### config.mk
export PLATFORM = sky130hd
export DESIGN_NAME = seq_divider_unit
export DESIGN_NICKNAME = d
export VERILOG_FILES = /design/src/rtl/seq_divider_unit.sv
export SDC_FILE = /design/constraint.sdc
export NUM_CORES = 1
export LEC_CHECK = 0
export CAP_MARGIN = 25
export CORE_ASPECT_RATIO = 1.1
export CORE_MARGIN = 10
export CORE_UTILIZATION = 35
export CTS_BUF_LIST = sky130_fd_sc_hd__clkbuf_4
export DETAILED_ROUTE_END_ITERATION = 12
export HOLD_SLACK_MARGIN = 0.1
export PLACE_DENSITY_LB_ADDON = 0.1
export SYNTH_ARGS = -nofsm -noshare
export SYNTH_HDL_FRONTEND = slang
export SYNTH_SLANG_ARGS = --single-unit
export TNS_END_PERCENT = 1
### constraint.sdc
create_clock -name clock -period 4.6 [get_ports clock]
set_input_delay 0.69 -clock clock [delete_from_list [all_inputs] [get_ports clock]]
set_output_delay 0.69 -clock clock [all_outputs]
set_load 0.005 [all_outputs]
### src/rtl/seq_divider_unit.sv
// seq_divider_unit: multi-cycle restoring divider, one quotient bit per clock.
// Define DIV_SIGNED_EN for two's-complement operands; unsigned otherwise.
module seq_divider_unit #(
    parameter int WIDTH = 32
) (
    input  logic             clock,
    input  logic             clear,
    input  logic             start,
    input  logic [WIDTH-1:0] dividend,
    input  logic [WIDTH-1:0] divisor,
    output logic             busy,
    output logic             done,
    output logic [WIDTH-1:0] quotient,
    output logic [WIDTH-1:0] remainder,
    output logic             div_by_zero
);
    localparam int CW = $clog2(WIDTH);
    typedef enum logic [1:0] {IDLE, CALC, FIX, DONE} state_t;
    state_t           state;
    logic [CW-1:0]    cnt;
    logic [WIDTH-1:0] rem_r, quo_r, den_r;
    logic             sign_q, sign_r;
    logic             neg_a, neg_b;
    logic [WIDTH-1:0] abs_a, abs_b;
    logic [WIDTH-1:0] s_r, s_q, s_d, nxt_r, nxt_q;
    logic [WIDTH:0]   shifted, diff;
`ifdef DIV_SIGNED_EN
    assign neg_a = dividend[WIDTH-1];
    assign neg_b = divisor[WIDTH-1];
`else
    assign neg_a = 1'b0;
    assign neg_b = 1'b0;
`endif
    assign abs_a = neg_a ? -dividend : dividend;
    assign abs_b = neg_b ? -divisor : divisor;
    // The accepting edge already resolves the top quotient bit, so CALC needs WIDTH-1 more.
    always_comb begin
        s_r     = (state == IDLE) ? '0 : rem_r;
        s_q     = (state == IDLE) ? abs_a : quo_r;
        s_d     = (state == IDLE) ? abs_b : den_r;
        shifted = {s_r, s_q[WIDTH-1]};
        diff    = shifted - {1'b0, s_d};
        nxt_r   = diff[WIDTH] ? shifted[WIDTH-1:0] : diff[WIDTH-1:0];
        nxt_q   = {s_q[WIDTH-2:0], ~diff[WIDTH]};
    end
    always_ff @(posedge clock or negedge clear) begin
        if (!clear) begin
            state       <= IDLE;
            cnt         <= '0;
            rem_r       <= '0;
            quo_r       <= '0;
            den_r       <= '0;
            sign_q      <= 1'b0;
            sign_r      <= 1'b0;
            busy        <= 1'b0;
            done        <= 1'b0;
            quotient    <= '0;
            remainder   <= '0;
            div_by_zero <= 1'b0;
        end else begin
            case (state)
                IDLE: if (start) begin
                    busy   <= 1'b1;
                    den_r  <= abs_b;
                    sign_q <= neg_a ^ neg_b;
                    sign_r <= neg_a;
                    if (divisor == '0) begin
                        quotient    <= '1;
                        remainder   <= dividend;
                        div_by_zero <= 1'b1;
                        done        <= 1'b1;
                        state       <= DONE;
                    end else begin
                        quotient    <= '0;
                        remainder   <= '0;
                        div_by_zero <= 1'b0;
                        rem_r       <= nxt_r;
                        quo_r       <= nxt_q;
                        cnt         <= CW'(WIDTH - 1);
                        state       <= CALC;
                    end
                end
                CALC: begin
                    rem_r <= nxt_r;
                    quo_r <= nxt_q;
                    cnt   <= cnt - CW'(1);
                    if (cnt == CW'(1)) state <= FIX;
                end
                FIX: begin
                    quotient  <= sign_q ? -quo_r : quo_r;
                    remainder <= sign_r ? -rem_r : rem_r;
                    done      <= 1'b1;
                    state     <= DONE;
                end
                DONE: begin
                    done  <= 1'b0;
                    busy  <= 1'b0;
                    state <= IDLE;
                end
                default: state <= IDLE;
            endcase
        end
    end
endmodule

==> flow_summary.json <==
{
  "synth_largest_type_area_fraction_pct": 43.46,
  "route.detailed.vias_per_inst": 5.171,
  "syn-num-nets": 1137,
  "avgSynthCellArea_um2": 9.494,
  "pin_count_of_the_biggest_net_entering_global_routing": 90,
  "clock_latency_on_the_worst_skew_pair_ns": 0.58,
  "endpoints_failing_hold": 0,
  "cp_slowest_cell": "sky130_fd_sc_hd__dfrtp_1",
  "cp_bufs_invs": 2,
  "remaining_drc_errors": 0,
  "cts_sinks": 170,
  "ys_async_sr_fraction_pct": 100.0,
  "worst_ir_drop_vdd_uv": 347.9,
  "finalNetCount": 1242,
  "syn_area_um2": 9788,
  "max_freq_mhz": 232.0,
  "worst_pin_slew_ns": 0.8757,
  "totalNegativeSetupSlack_ns": 0,
  "synth_edf_count": 0,
  "clockBufferDepth": 2,
  "die-area_um2": 35060,
  "initial_antenna_violation_count": 4,
  "worstPathCellList": "inv_1, ha_4, mux2i_1, ha_1, inv_1, fa_1, a211oi_2, o21ai_1, a21oi_2, o211ai_4, a211oi_1, o21ai_1, a221oi_1, xor2_1, o21ai_0",
  "post_syn_instances": 1031,
  "die_width_um": 179.5,
  "gr-usage-all-layers_pct": 15.97,
  "postCtsSetupBuffers": 0,
  "clkTransAtPathRegs_ns": 0.14,
  "finalWorstPathRequiredPeriod_ns": 4.310,
  "max_slew_margin_pct": 41.56,
  "critPathTopFamily": "compound AO/OA/AOI/OAI gates",
  "tritoncts_buffers": 17,
  "status": "finished clean",
  "clock_tree.root_cell": "sky130_fd_sc_hd__clkbuf_4",
  "drtAntennaViolNets": 0,
  "timing.critical_path.arrival_ns": 4.78,
  "synth_top_area_cell": "sky130_fd_sc_hd__dfrtp_1",
  "core_um2": 27710,
  "share_of_the_cycle_needed_by_the_critical_path_after_routing_pct": 93.70,
  "p_total_mw": 10.17,
  "setup_repair_after_global_routing_missed_its_margin": "no",
  "wl_um": 28590,
  "timing.critical_path.from_type": "flip-flop",
  "leakage_nw": 5.016,
  "synth_cell_types": 66,
  "synth_area_leaders": "sky130_fd_sc_hd__dfrtp_1, sky130_fd_sc_hd__mux2i_1, sky130_fd_sc_hd__a21oi_1, sky130_fd_sc_hd__ha_1, sky130_fd_sc_hd__mux2_2",
  "pwr_density_cell_nw_per_um2": 865.2,
  "ys.flop_type": "sky130_fd_sc_hd__dfrtp_1",
  "number_of_cells_upsized_or_downsized_after_cts": 0,
  "postLayoutCellArea_um2": 11750,
  "rows": 64,
  "utilization_pct": 42.42,
  "grt_overflow": 0,
  "worst_r2r_path_depth": 15,
  "detailedPlacementHpwl_um": 20740,
  "finClkSkew_ns": 0.01429,
  "regToRegEndpoint": "rem_r[26]",
  "routed_wire_length_per_instance_um": 18.91,
  "final_layout_size_suffix_gt1_share_pct": 9.337,
  "dieHeight_um": 195.4,
  "post_layout_nonfiller_instances": 1512,
  "port_buffers": 133,
  "initial_core_util_pct": 35.33,
  "wire_length_of_the_first_global_routing_pass_um": 45600,
  "r2r-start": "state[0]",
  "cap_viol_max_count": 0,
  "drt_iter0_markers": 515,
  "n_fill_cell": 2795,
  "final_max_slew_viol_count": 0,
  "cts_tree": "done",
  "dpl.cell_count": 1480,
  "ys_warn_count": 0,
  "holdBufCountCts": 0,
  "gp_congestion": 0.8628,
  "synth.yosys.seq_area_share_pct": 43.46,
  "drt_first_pass_iters": 5,
  "ioPinCount": 134,
  "reg2reg_setup_slack_ns": 0.29,
  "first_global_vias": 7841,
  "synth-seq-cells": 170,
  "crit_required_ns": 5.07,
  "placed_area_um2": 11520,
  "area_delta_synth_final_pct": 20.07,
  "hp-class": "input pin to async pin",
  "timing.critical_path.to_type": "flip-flop",
  "worstPathMaxFanout": 28,
  "cts_max_level": 4,
  "crit_type": "flip-flop to flip-flop",
  "critical_path.max_stage_delay_ns": 0.44,
  "report.final.setup_viol": 0,
  "vias": 7819
}
-- Yosys cell counts (5+ instances only) --
cell and n:
sky130_fd_sc_hd__nand2_1 74, sky130_fd_sc_hd__nand3_1 6, sky130_fd_sc_hd__and3_1 36, sky130_fd_sc_hd__mux2_2 33
sky130_fd_sc_hd__nor4_1 9, sky130_fd_sc_hd__xor2_1 15, sky130_fd_sc_hd__a21oi_1 156, sky130_fd_sc_hd__nor2b_1 35
sky130_fd_sc_hd__inv_1 14, sky130_fd_sc_hd__a31oi_1 9, sky130_fd_sc_hd__clkbuf_1 52, sky130_fd_sc_hd__nor2_1 87
sky130_fd_sc_hd__mux2i_1 83, sky130_fd_sc_hd__nand4_1 6, sky130_fd_sc_hd__buf_2 10, sky130_fd_sc_hd__a22oi_1 9
sky130_fd_sc_hd__o21a_1 5, sky130_fd_sc_hd__ha_1 38, sky130_fd_sc_hd__a21o_1 14, sky130_fd_sc_hd__o21ai_1 11
sky130_fd_sc_hd__xnor2_1 17, sky130_fd_sc_hd__a211oi_1 5, sky130_fd_sc_hd__dfrtp_1 170, sky130_fd_sc_hd__o21ai_0 72
-- worst max path at each step --
stage,start,end,slack [ns],depth (start not counted)
global placement,dividend[31],rem_r[26],0.33,14
finish,state[0],rem_r[26],0.29,15
floorplan,state[0],rem_r[8],0.23,18
global route,state[0],rem_r[1],0.02,15
detailed placement,dividend[31],rem_r[24],0.27,13
CTS,state[0],rem_r[24],0.27,14
-- placed cells by master (no fill, tap or decap), types with 9 or more instances in the layout --
| cell | instances |
|---|---|
| sky130_fd_sc_hd__o21ai_0 | 71 |
| sky130_fd_sc_hd__a21o_1 | 14 |
| sky130_fd_sc_hd__xnor2_1 | 17 |
| sky130_fd_sc_hd__nor4_1 | 9 |
| sky130_fd_sc_hd__a21oi_1 | 156 |
| sky130_fd_sc_hd__ha_1 | 36 |
| sky130_fd_sc_hd__nor2b_1 | 35 |
| sky130_fd_sc_hd__nor2_1 | 86 |
| sky130_fd_sc_hd__mux2i_1 | 83 |
| sky130_fd_sc_hd__inv_1 | 14 |
| sky130_fd_sc_hd__clkdlybuf4s50_1 | 132 |
| sky130_fd_sc_hd__clkbuf_4 | 18 |
| sky130_fd_sc_hd__a31oi_1 | 9 |
| sky130_fd_sc_hd__and3_1 | 36 |
| sky130_fd_sc_hd__dfrtp_1 | 170 |
| sky130_fd_sc_hd__buf_4 | 20 |
| sky130_fd_sc_hd__mux2_2 | 33 |
| sky130_fd_sc_hd__xor2_1 | 15 |
| sky130_fd_sc_hd__a22oi_1 | 9 |
| sky130_fd_sc_hd__nand2_1 | 73 |
| sky130_fd_sc_hd__o21ai_1 | 11 |
-- per-stage QoR --
step	hold slack (ns)	setup slack [ns]
2_1_floorplan	0.3944	0.2338
3_3_place_gp	0.4766	0.3278
3_5_place_dp	0.4878	0.2681
4_1_cts	0.1524	0.2693
5_1_grt	0.1723	0.02500
6_report	0.08714	0.2900
-- cells by family after synthesis --
logic type | count (synthesis) | share of synthesized area, %
compound gates | 313 | 18.66
xor+xnor | 33 | 3.145
fa+ha+maj | 39 | 5.062
buf+inv | 84 | 3.592
flops | 170 | 43.46
mux | 117 | 12.44
simple gates | 275 | 13.64
-- routing by layer --
layer / part of all wire [%] / GRT usage (%) / vias to the layer above / routed length [µm]
met3: 5.0 / 4.124 / 17 / 1431
met4: 0.82 / 3.187 / 2 / 235
met5: 0.045 / 0 / - / 13
met1: 50 / 23.04 / 3758 / 14370
met2: 44 / 23.44 / 155 / 12540
li1: - / - / 3887 / -
-- registers in the layout (all words and copies together) (netlist names), 2 cells and up --
register / cells
den_r: 32
quo_r: 32
state: 2
cnt: 5
remainder: 32
quotient: 32
rem_r: 32
-- area by class of cell --
class | instances | area (µm²) | share of cell area (%)
diodes | 3 | 7.507 | 0.06388
clock buffers | 18 | 135.1 | 1.150
clock inverters | 11 | 83.83 | 0.7133
inverters | 14 | 52.55 | 0.4471
multi-input cells | 777 | 5215 | 44.37
flip-flops and latches | 170 | 4254 | 36.20
well taps | 363 | 454.2 | 3.865
repair buffers | 156 | 1550 | 13.19
-- where the power goes --
group	leakage (nW)	total [mW]	internal, mW	switching (mW)
combinational	2.83	6.63	2.98	3.65
sequential	2.07	2.75	2.23	0.521
clock	0.118	0.790	0.255	0.535
total	5.02	10.2	5.47	4.70
-- worst register-to-register path, stage by stage, from the launching register on --
cell                       delay, ns
sky130_fd_sc_hd__dfrtp_1        0.44
sky130_fd_sc_hd__inv_1          0.13
sky130_fd_sc_hd__ha_4           0.44
sky130_fd_sc_hd__mux2i_1        0.36
sky130_fd_sc_hd__ha_1           0.22
sky130_fd_sc_hd__inv_1          0.06
sky130_fd_sc_hd__fa_1           0.43
sky130_fd_sc_hd__a211oi_2       0.23
sky130_fd_sc_hd__o21ai_1        0.15
sky130_fd_sc_hd__a21oi_2        0.27
sky130_fd_sc_hd__o211ai_4       0.15
sky130_fd_sc_hd__a211oi_1       0.39
sky130_fd_sc_hd__o21ai_1        0.24
sky130_fd_sc_hd__a221oi_1       0.38
sky130_fd_sc_hd__xor2_1         0.21
sky130_fd_sc_hd__o21ai_0        0.09
(Power assumes the default switching activity.)
